`config.mk`:
```
export PLATFORM = sky130hd
export DESIGN_NAME = table_writer
export DESIGN_NICKNAME = d
export VERILOG_FILES = /design/src/rtl/table_writer.sv
export SDC_FILE = /design/constraint.sdc
export NUM_CORES = 1
export LEC_CHECK = 0
export ABC_AREA = 1
export CAP_MARGIN = 20
export CORE_ASPECT_RATIO = 0.75
export CORE_UTILIZATION = 50
export CTS_BUF_LIST = sky130_fd_sc_hd__clkbuf_4 sky130_fd_sc_hd__clkbuf_8
export DETAILED_ROUTE_END_ITERATION = 12
export GPL_TIMING_DRIVEN = 1
export MAX_ROUTING_LAYER = met4
export PLACE_DENSITY = 0.79
export SYNTH_ARGS = -nofsm -noshare
export SYNTH_HDL_FRONTEND = slang
export SYNTH_SLANG_ARGS = --single-unit
```
`constraint.sdc`:
```
create_clock -name clk -period 2.3 [get_ports clk]
set_clock_uncertainty 0.05 [all_clocks]
set_input_delay 0.575 -clock clk [delete_from_list [all_inputs] [get_ports clk]]
set_output_delay 0.575 -clock clk [all_outputs]
set_load 0.02 [all_outputs]
```
`src/rtl/table_writer.sv`:
```
`default_nettype none
// ============================================================================
// Module   : table_writer (with helper table_writer_hash)
// Purpose  : Control-plane writer for the exact-match hash table. A request
//            carries a key (1..8 bytes) and a value (0..8 bytes). The key is
//            zero-padded beyond key_len and hashed. Key bytes and then value
//            bytes are written one byte per cycle into the slot at
//            LOGIC_START_ADDR + hash*LOGIC_ENTRY_LEN.
// Ports    : clk, rst (async, active-low)
//            start_i   level request, must drop after ready_o before reuse
//            key_i     key bytes, byte 0 in [63:56]; key_len_i (legal 1..8)
//            val_i     value bytes, byte 0 in [63:56]; val_len_i (legal 0..8)
//            mem_*_o   byte-wide write port (width fixed at 1)
//            ready_o   operation complete; err_o request rejected
//            val_addr_o address of first value byte (0 on error)
// Revision : 1.0 - initial release
// ============================================================================

// ----------------------------------------------------------------------------
// table_writer_hash : 8-bit rotate-xor hash over the 8 key bytes, byte 0
// first: h = rotl1(h) ^ byte, h starting at 0. One byte per cycle. o_ready
// rises once the result is valid and stays high while i_start stays high;
// dropping i_start returns the unit to idle.
// Ports: clk, rst (async, active-low), i_start, i_key[63:0], o_ready, o_hash[7:0]
// ----------------------------------------------------------------------------
module table_writer_hash (
  input  logic        clk,
  input  logic        rst,
  input  logic        i_start,
  input  logic [63:0] i_key,
  output logic        o_ready,
  output logic [7:0]  o_hash
);

  logic [63:0] r_key;
  logic [7:0]  r_h;
  logic [2:0]  r_cnt;
  logic        r_busy;
  logic        r_ready;

  always_ff @(posedge clk or negedge rst) begin
    if (!rst) begin
      r_key   <= '0;
      r_h     <= '0;
      r_cnt   <= '0;
      r_busy  <= 1'b0;
      r_ready <= 1'b0;
    end else if (!i_start) begin
      r_busy  <= 1'b0;
      r_ready <= 1'b0;
    end else if (!r_busy && !r_ready) begin
      r_key  <= i_key;
      r_h    <= '0;
      r_cnt  <= '0;
      r_busy <= 1'b1;
    end else if (r_busy) begin
      r_h   <= {r_h[6:0], r_h[7]} ^ r_key[63:56];
      r_key <= {r_key[55:0], 8'h00};
      r_cnt <= r_cnt + 3'd1;
      if (r_cnt == 3'd7) begin
        r_busy  <= 1'b0;
        r_ready <= 1'b1;
      end
    end
  end

  assign o_ready = r_ready;
  assign o_hash  = r_h;

endmodule

// ----------------------------------------------------------------------------
module table_writer #(
  parameter int LOGIC_ENTRY_LEN  = 16,
  parameter int LOGIC_START_ADDR = 128
) (
  input  logic        clk,
  input  logic        rst,
  input  logic        start_i,
  input  logic [63:0] key_i,
  input  logic [5:0]  key_len_i,
  input  logic [63:0] val_i,
  input  logic [3:0]  val_len_i,
  output logic        mem_ce_o,
  output logic        mem_we_o,
  output logic [31:0] mem_addr_o,
  output logic [3:0]  mem_width_o,
  output logic [31:0] mem_data_o,
  output logic        ready_o,
  output logic        err_o,
  output logic [31:0] val_addr_o
);

  typedef enum logic [2:0] {
    FREE   = 3'd0,
    CHECK  = 3'd1,
    HASH   = 3'd2,
    WR_KEY = 3'd3,
    WR_VAL = 3'd4,
    DONE   = 3'd5
  } state_t;

  state_t      r_state, w_next;

  logic [63:0] r_key, r_val;
  logic [5:0]  r_key_len;
  logic [3:0]  r_val_len;
  logic [2:0]  r_cnt;
  logic [31:0] r_base;
  logic        r_hash_start;

  logic        r_mem_ce, r_mem_we, r_ready, r_err;
  logic [31:0] r_mem_addr, r_mem_data, r_val_addr;

  logic [63:0] w_hash_key;
  logic        w_hash_ready;
  logic [7:0]  w_hash_val;
  logic [31:0] w_base;
  logic        w_illegal;
  logic        w_key_last, w_val_last;

  // Byte idx of a 64-bit word, byte 0 being the most significant.
  function automatic logic [7:0] byte_at(input logic [63:0] d, input logic [2:0] idx);
    logic [63:0] s;
    s = d << {idx, 3'b000};
    return s[63:56];
  endfunction

  // Bytes beyond key_len are zeroed so the hash matches the zero-padded
  // key the matcher hashes on lookup.
  always_comb begin
    w_hash_key = '0;
    for (int i = 0; i < 8; i++) begin
      if (6'(i) < r_key_len)
        w_hash_key[63-8*i -: 8] = r_key[63-8*i -: 8];
    end
  end

  table_writer_hash u_hash (
    .clk     (clk),
    .rst     (rst),
    .i_start (r_hash_start),
    .i_key   (w_hash_key),
    .o_ready (w_hash_ready),
    .o_hash  (w_hash_val)
  );

  assign w_base = 32'(LOGIC_START_ADDR) + 32'(w_hash_val) * 32'(LOGIC_ENTRY_LEN);

  assign w_illegal = (r_key_len == 6'd0) || (r_key_len > 6'd8) || (r_val_len > 4'd8) ||
                     (({1'b0, r_key_len} + {3'b000, r_val_len}) > 7'(LOGIC_ENTRY_LEN));

  assign w_key_last = ({3'b000, r_cnt} == (r_key_len - 6'd1));
  assign w_val_last = ({1'b0, r_cnt} == (r_val_len - 4'd1));

  // State register
  always_ff @(posedge clk or negedge rst) begin
    if (!rst) r_state <= FREE;
    else      r_state <= w_next;
  end

  // Next-state logic
  always_comb begin
    w_next = r_state;
    unique case (r_state)
      FREE:   if (start_i) w_next = CHECK;
      CHECK:  w_next = w_illegal ? DONE : HASH;
      HASH:   if (w_hash_ready) w_next = WR_KEY;
      // With no value bytes the empty value phase is skipped entirely.
      WR_KEY: if (w_key_last) w_next = (r_val_len == 4'd0) ? DONE : WR_VAL;
      WR_VAL: if (w_val_last) w_next = DONE;
      DONE:   if (!start_i) w_next = FREE;
      default: w_next = FREE;
    endcase
  end

  // Datapath and registered outputs. The memory port is loaded on the edge
  // that enters (or advances within) a write state, so the byte shown on the
  // bus always corresponds to the current r_cnt and mem_ce_o drops on the
  // same edge that enters DONE.
  always_ff @(posedge clk or negedge rst) begin
    if (!rst) begin
      r_key        <= '0;
      r_val        <= '0;
      r_key_len    <= '0;
      r_val_len    <= '0;
      r_cnt        <= '0;
      r_base       <= '0;
      r_hash_start <= 1'b0;
      r_mem_ce     <= 1'b0;
      r_mem_we     <= 1'b0;
      r_mem_addr   <= '0;
      r_mem_data   <= '0;
      r_ready      <= 1'b0;
      r_err        <= 1'b0;
      r_val_addr   <= '0;
    end else begin
      unique case (r_state)
        FREE: begin
          if (start_i) begin
            r_key      <= key_i;
            r_val      <= val_i;
            r_key_len  <= key_len_i;
            r_val_len  <= val_len_i;
            r_ready    <= 1'b0;
            r_err      <= 1'b0;
            r_val_addr <= '0;
          end
        end
        CHECK: begin
          if (w_illegal) begin
            r_err      <= 1'b1;
            r_ready    <= 1'b1;
            r_val_addr <= '0;
          end else begin
            r_hash_start <= 1'b1;
          end
        end
        HASH: begin
          if (w_hash_ready) begin
            r_hash_start <= 1'b0;
            r_base       <= w_base;
            r_cnt        <= '0;
            r_mem_ce     <= 1'b1;
            r_mem_we     <= 1'b1;
            r_mem_addr   <= w_base;
            r_mem_data   <= {24'b0, byte_at(r_key, 3'd0)};
          end
        end
        WR_KEY: begin
          if (w_key_last) begin
            if (r_val_len == 4'd0) begin
              r_mem_ce   <= 1'b0;
              r_mem_we   <= 1'b0;
              r_ready    <= 1'b1;
              r_val_addr <= r_base + 32'(r_key_len);
            end else begin
              r_cnt      <= '0;
              r_mem_addr <= r_base + 32'(r_key_len);
              r_mem_data <= {24'b0, byte_at(r_val, 3'd0)};
            end
          end else begin
            r_cnt      <= r_cnt + 3'd1;
            r_mem_addr <= r_base + 32'(r_cnt) + 32'd1;
            r_mem_data <= {24'b0, byte_at(r_key, r_cnt + 3'd1)};
          end
        end
        WR_VAL: begin
          if (w_val_last) begin
            r_mem_ce   <= 1'b0;
            r_mem_we   <= 1'b0;
            r_ready    <= 1'b1;
            r_val_addr <= r_base + 32'(r_key_len);
          end else begin
            r_cnt      <= r_cnt + 3'd1;
            r_mem_addr <= r_base + 32'(r_key_len) + 32'(r_cnt) + 32'd1;
            r_mem_data <= {24'b0, byte_at(r_val, r_cnt + 3'd1)};
          end
        end
        DONE: begin
          // ready/err/val_addr hold until the next accepted request
        end
        default: begin
          r_hash_start <= 1'b0;
        end
      endcase
    end
  end

  assign mem_ce_o    = r_mem_ce;
  assign mem_we_o    = r_mem_we;
  assign mem_addr_o  = r_mem_addr;
  assign mem_width_o = 4'd1;
  assign mem_data_o  = r_mem_data;
  assign ready_o     = r_ready;
  assign err_o       = r_err;
  assign val_addr_o  = r_val_addr;

endmodule
`default_nettype wire

```
==> results of run 1 <==
## report_power, final
group	total [mW]	leakage, nW	switching, mW	internal, mW
Clock	4.50	0.512	2.02	2.49
Combinational	12.8	4.65	8.03	4.80
Sequential	8.22	3.46	1.47	6.74
## state kept, by name, summed over array words and instances (netlist names), 6 cells and up
name	count
u_hash.r_key	64
r_base	9
val_addr_o	14
mem_data_o	8
r_key	64
r_key_len	6
mem_addr_o	15
r_val	64
u_hash.o_hash	8
## path summary, 6_finish.rpt
path / start / endpoint / slack, ps / cells past startpoint
max in group asynchronous: rst / r_key[3]$_DFFE_PN0P_ / 980 / 3
hold reg to reg: val_addr_o[6]$_DFFE_PN0P_ / val_addr_o[6]$_DFFE_PN0P_ / 430 / 2
min in group asynchronous: rst / u_hash.r_cnt[0]$_DFFE_PN0P_ / 490 / 2
hold / removal: val_addr_o[6]$_DFFE_PN0P_ / val_addr_o[6]$_DFFE_PN0P_ / 430 / 2
setup / recovery: r_key_len[0]$_DFFE_PN0P_ / val_addr_o[1]$_DFFE_PN0P_ / -30 / 13
setup reg to reg: r_key_len[0]$_DFFE_PN0P_ / val_addr_o[1]$_DFFE_PN0P_ / -30 / 13
## stage by stage
stage | total power, mW | utilization (%) | instance area [sq um]
3_5_place_dp | 19.9 | 60.2 | 16400
5_1_grt | 27.3 | 65.2 | 17800
6_report | 25.6 | 65.2 | 17800
3_3_place_gp | 19.6 | 60.2 | 16400
4_1_cts | 24.8 | 64.1 | 17500
2_1_floorplan | 15.7 | - | 14300
## timing repair
item                                   CTS  global route
pin swaps                                7            31
setup endpoints to repair               23            44
hold buffers                             1             0
endpoints found under the hold margin   53             0
buffers inserted                         7             7
gates cloned                             0             1
resized for setup                       15            78
## cell usage in the layout, fill, tap and decap left out, drive strengths merged
cell / instances
o21bai: 1
nor2: 91
inv: 125
conb: 63
a32oi: 3
nand2: 675
a22oi: 24
clkinv: 10
a22o: 2
nand3: 148
nor4: 1
xor2: 4
a31oi: 1
nor3: 4
and2: 1
ha: 18
buf: 95
clkdlybuf4s50: 180
or2: 3
a21oi: 45
o32ai: 8
o211ai: 42
o22ai: 8
dfrtp: 271
nand3b: 1
o21ai: 139
bufinv: 1
clkbuf: 68
dlygate4sd3: 1
xnor2: 10
o31ai: 1
nand4: 24
fa: 3
## logic make-up (layout without fill, tap and decap cells)
| logic type | Yosys count | count (layout) | share of synthesized area (%) |
|---|---|---|---|
| xor+xnor | 14 | 14 | 0.870 |
| other cells | 2 | 63 | 0.0533 |
| flops | 271 | 271 | 48.1 |
| buf+inv | 281 | 480 | 9.74 |
| simple gates | 948 | 948 | 27.7 |
| fa+ha+maj | 21 | 21 | 2.02 |
| compound gates | 274 | 274 | 11.4 |
## worst max-delay path, delay by kind of cell (launching register included)
family / cells / cell delay (ps)
AOI/OAI and AO/OA: 1 / 140
adders and majority gates: 2 / 720
DFF: 1 / 370
buffers and inverters: 2 / 200
and+or+nand+nor: 8 / 700
## per-layer routing
metal / up-vias / routed length, microns / global-route usage (%)
li1: 6214 / - / -
met4: 0 / 1120 / 9.14
met1: 6401 / 18500 / 43.7
met5: - / 0 / -
met2: 631 / 19500 / 45.8
met3: 96 / 3350 / 4.52
## layout make-up
cell class              count  area, sq um
well taps                 351          439
multi-input cells        1320         6410
clock buffers              67          847
repair buffers            277         2760
fillers                  2338         9510
clock inverters            12          104
inverters                 124          475
flip-flops and latches    271         6780
==> metrics.md, run 1 <==
| Metric | Value |
|---|---|
| Vias/cell | `5.51` |
| Area growth syn-to-layout | `26.5%` |
| CTS root buffer | `clkbuf_8` |
| H-tree depth | `2` |
| Crit path kind | `reg2reg` |
| Final #Nets | `approximately 2.2k` |
| DR iter-0 viols | `1304` |
| TritonRoute pass-1 iters | `5` |
| Worst rel slew slack | `between 40% and 50%` |
| Slew Viols, Final | `0` |
| Post-Synthesis Cells | `1811` |
| Sequential element share of the synthesized area | `between 40% and 50%` |
| CTS buffer count | `44` |
| Yosys top cell area share | `roughly half` |
| Crit-path cells | `ha_2 > inv_2 > fa_2 > nand2_2 > a21oi_2 > nand3_1 > nand2_2 > nand3_4 > nor2_4 > nor2_4 > clkbuf_16 > nand2_1 > nand2_1` |
| Fmax | `429 MHz` |
| Worst-path clk slew | `60 ps` |
| MaxCap Viol Count | `0` |
| Post-DRT Antenna Nets | `0` |
| DRC | `0` |
| RSZ-0062 raised after global routing | `true` |
| HPWL Detailed | `about 30000 microns` |
| Setup tns final | `-247 ps` |
| Total grt overflow | `0` |
| Critical path data required time | `approximately 2700 ps` |
| TritonCTS clock tree | `yes` |
| Worst slack, placed | `-62.9 ps` |
| Post-synth EDFFs | `0` |
| Crit share post-route | `101%` |
| CORE AREA | `approximately 27000 sq um` |
| Top post-synthesis cells by count | `nand2_1, dfrtp_1, nand3_1` |
| Leakage | `about 8.6 nW` |
| Die ar. | `28900 sq um` |
| Placed cells | `roughly 2.3k` |
| CP endpoint kind | `flip-flop` |
| P per Cell Area | `~1400 nW/um^2` |
| Min-Delay Path Class | `reg2reg` |
| Number of antenna violations at the first check in global routing | `0` |
| Final GP Congestion | `around 1` |
| FFs w/ async S/R, synth | `100%` |
| Crit-path max FO | `7` |
| Final setup viols | `14` |
| Primary FF master, synth | `dfrtp_1` |
| Register bit count reported by yosys | `between 200 and 300` |
| Status | `finished, violations left` |
| Failing checks | `setup timing` |
| Syn_area_per_cell | `7.78 sq um` |
| Worst Path Arrival | `between 2000 and 3000 ps` |
| Sink Count | `271` |
| Top-count cell post-synth | `nand2_1` |
| Yosys warns | `0` |
| Skew-Pair Late Insertion Delay | `~580 ps` |
| Setup ws final | `-29.6 ps` |
| Site row count | `52` |
| Area contributors post-synth | `dfrtp_1, nand2_1, nand3_1` |
| Crit path launch type | `flip-flop` |
| First-pass GRT wire length | `between 60000 and 70000 microns` |
| Post-route minimum period | `~2300 ps` |
| Wire per inst | `about 18 microns` |
| Die H | `147 microns` |
| Starting Density | `51.6%` |
| Vias | `between 10k and 15k` |
| Worst VDD drop | `0.915 mV` |
| Largest net degree at the start of global routing | `about 110` |
| Final count of hold timing violations | `0` |
| Post-Syn Area | `around 14000 sq um` |
| DIE WIDTH | `~200 microns` |
| Final WL | `42500 microns` |
| ANT cells | `0` |
| Leading area contributor after synthesis | `dfrtp_1` |
| Ports | `approximately 250` |
| Vias in the first global route | `12.7k` |
| Final non-filler cell total | `around 2.4k` |
| Port Buffer Count | `about 180` |
| Unique masters post-synth | `45` |
| Layout cells sized above 1 | `between 10 and 15%` |
| Worst-Margin Slew | `between 700 and 800 ps` |
| CP max stage cell | `fa_2` |
| Final hold slack | `between 400 and 500 ps` |
| Crit-path max cell delay | `approximately 520 ps` |
| Total GRT Usage | `roughly 31%` |
| Max Root-Sink Buffers | `3` |
Power figures use the tool's default switching activity.
==> run 2: changes to the inputs <==
SKIP_CTS_REPAIR_TIMING = 1   (was unset)
==> run 2 against run 1 <==
Effect of this change:
- the run now ends clean
- first-iteration DRC count down 1.0%
- setup slack improved by 54 ps
- global-route usage is 0.14 points lower
- critical path type unchanged
- largest power group unchanged
==> metrics.md, run 2 (same netlist as run 1, synthesis figures left out) <==
| Metric | Value |
|---|---|
| Status | `completed` |
| CP endpoint kind | `flip-flop` |
| Final #Nets | `~2.2k` |
| Met1 WL | `18400 microns` |
| Die ar. | `28900 sq um` |
| CP startpoint | `r_val_len[1]$_DFFE_PN0P_` |
| Area growth syn-to-layout | `24.9%` |
| Final setup viols | `0` |
| Vias/cell | `5.51` |
| Sink Count | `~270` |
| Largest net degree at the start of global routing | `about 110` |
| Site row count | `between 50 and 60` |
| Worst reg2reg path startpoint | `r_val_len[1]$_DFFE_PN0P_` |
| Vias in the first global route | `12.7k` |
| Worst-Margin Slew | `just over 800 ps` |
| TritonRoute pass-1 iters | `5` |
| Met2 routed WL | `approximately 19000 microns` |
| Slew Viols, Final | `0` |
| Placed cells | `approximately 2.3k` |
| CTS buffer count | `44` |
| Largest regs | `r_key (64), r_val (64), u_hash.r_key (64)` |
| Sequential share of power | `between 30% and 40%` |
| TritonCTS clock tree | `yes` |
| Final non-filler cell total | `roughly 2.4k` |
| H-tree depth | `2` |
| Skew-Pair Late Insertion Delay | `slightly below 600 ps` |
| Wire per inst | `between 15 and 20 microns` |
| ANT cells | `0` |
| CORE AREA | `approximately 27000 sq um` |
| HPWL Detailed | `just over 30000 microns` |
| Layout cells sized above 1 | `a little under an eighth` |
| Max layer used | `met4` |
| Met3 wire length | `roughly 3400 microns` |
| Worst VDD drop | `a little under 0.9 mV` |
| DIE WIDTH | `~200 microns` |
| Die H | `approximately 150 microns` |
| DRC | `0` |
| RSZ-0062 raised after global routing | `true` |
| Critical path data required time | `about 2700 ps` |
| Number of antenna violations at the first check in global routing | `0` |
| P per Cell Area | `about 1400 nW/um^2` |
| Crit-path max FO | `7` |
| CTS root buffer | `clkbuf_8` |
| Worst-path clk slew | `60 ps` |
| Crit path kind | `reg2reg` |
| Max Root-Sink Buffers | `3` |
| Starting Density | `between 50% and 60%` |
| Leakage | `roughly 8.5 nW` |
| Switching part of the total | `approximately 45%` |
| Combinational share of power | `between 40% and 50%` |
| Port Buffer Count | `between 150 and 200` |
| Worst rel slew slack | `between 40% and 50%` |
| Final count of hold timing violations | `0` |
| MaxCap Viol Count | `0` |
| Sw power | `between 10 and 15 mW` |
| Min-Delay Path Class | `reg2reg` |
| Hold_sp | `r_val[23]$_DFFE_PN0P_` |
| Clock power share | `18.0%` |
| P_int | `~14 mW` |
| Vias | `~13k` |
| Worst Path Arrival | `roughly 2700 ps` |
| Post-DRT Antenna Nets | `0` |
| Final WL | `between 40000 and 50000 microns` |
| Crit path launch type | `flip-flop` |
| Crit share post-route | `a little over nine tenths` |
| Fmax | `approximately 440 MHz` |
| Commonest non-fill, non-tap cells in the layout | `nand2_1, dfrtp_1, clkdlybuf4s50_1` |
| DR iter-0 viols | `between 1k and 1.5k` |
| Total GRT Usage | `a little under a third` |
| Commonest non-fill, non-tap cell in the layout | `nand2_1` |
| Ports | `between 200 and 250` |
| First-pass GRT wire length | `roughly 68000 microns` |
| Setup tns final | `0 ps` |
| Total grt overflow | `0` |
| Final GP Congestion | `~1` |
| Post-route minimum period | `between 2000 and 2500 ps` |
## run 2: changes by cell type in the layout (fill, tap and decap cells not counted), sizes merged
cell / previous run / this run
buf: 95 / 88
clkbuf: 68 / 67
clkinv: 10 / 11
inv: 125 / 124
## run 2: cell type report
cell class / instances / area, sq um
Tap cell: 351 / 439
Clock inverter: 12 / 104
Sequential cell: 271 / 6780
Clock buffer: 67 / 847
Multi-Input combinational cell: 1320 / 6290
Fill cell: 2382 / 9730
Timing Repair Buffer: 269 / 2650
Inverter: 124 / 483
## run 2: worst paths after layout
| kind | cells after the start | end | slack [ps] |
|---|---|---|---|
| hold / removal | 2 | r_val[23]$_DFFE_PN0P_ | 430 |
| min in group asynchronous | 2 | u_hash.r_cnt[0]$_DFFE_PN0P_ | 490 |
| hold reg to reg | 2 | r_val[23]$_DFFE_PN0P_ | 430 |
| setup reg to reg | 12 | val_addr_o[7]$_DFFE_PN0P_ | 20 |
| max in group asynchronous | 3 | r_key[3]$_DFFE_PN0P_ | 990 |
| setup / recovery | 12 | val_addr_o[7]$_DFFE_PN0P_ | 20 |
## run 2: per-stage QoR
stage | power [mW] | hold WS [ps] | setup slack, ps | utilization [%] | area (sq um)
after floorplan | 15.7 | 229 | 14.2 | - | 14300
after global placement | 19.6 | 409 | -20.2 | 60.2 | 16400
after detailed placement | 19.9 | 412 | -62.9 | 60.2 | 16400
after CTS | 24.5 | -82.4 | -115 | 63.6 | 17400
after global routing | 26.8 | 446 | -94.1 | 64.4 | 17600
final | 25.0 | 426 | 24.2 | 64.4 | 17600
## run 2: per-layer routing
metal  global-route usage [%]  up-vias
met5                        -        -
met4                     9.26        0
met3                     4.54       84
met2                     45.4      609
met1                     43.6     6413
li1                         -     6197
## run 2: power groups by stage
stage	combinational, mW	clock (mW)	sequential, mW
after floorplan	7.70	0	7.97
after global placement	11.4	0	8.15
after detailed placement	11.7	0	8.21
after CTS	11.8	4.56	8.15
after global routing	13.6	4.78	8.38
final	12.3	4.50	8.20
## run 2: worst max-delay path: stages, from the launching register on
cell and delay [ps]:
dfrtp_1 350, inv_1 70, buf_4 150, ha_1 190, xnor2_1 170, nor2_1 60
nor3_1 240, nand2_1 120, nand2_1 190, nand3_4 140, buf_4 190, o21ai_1 130
nand2_1 80
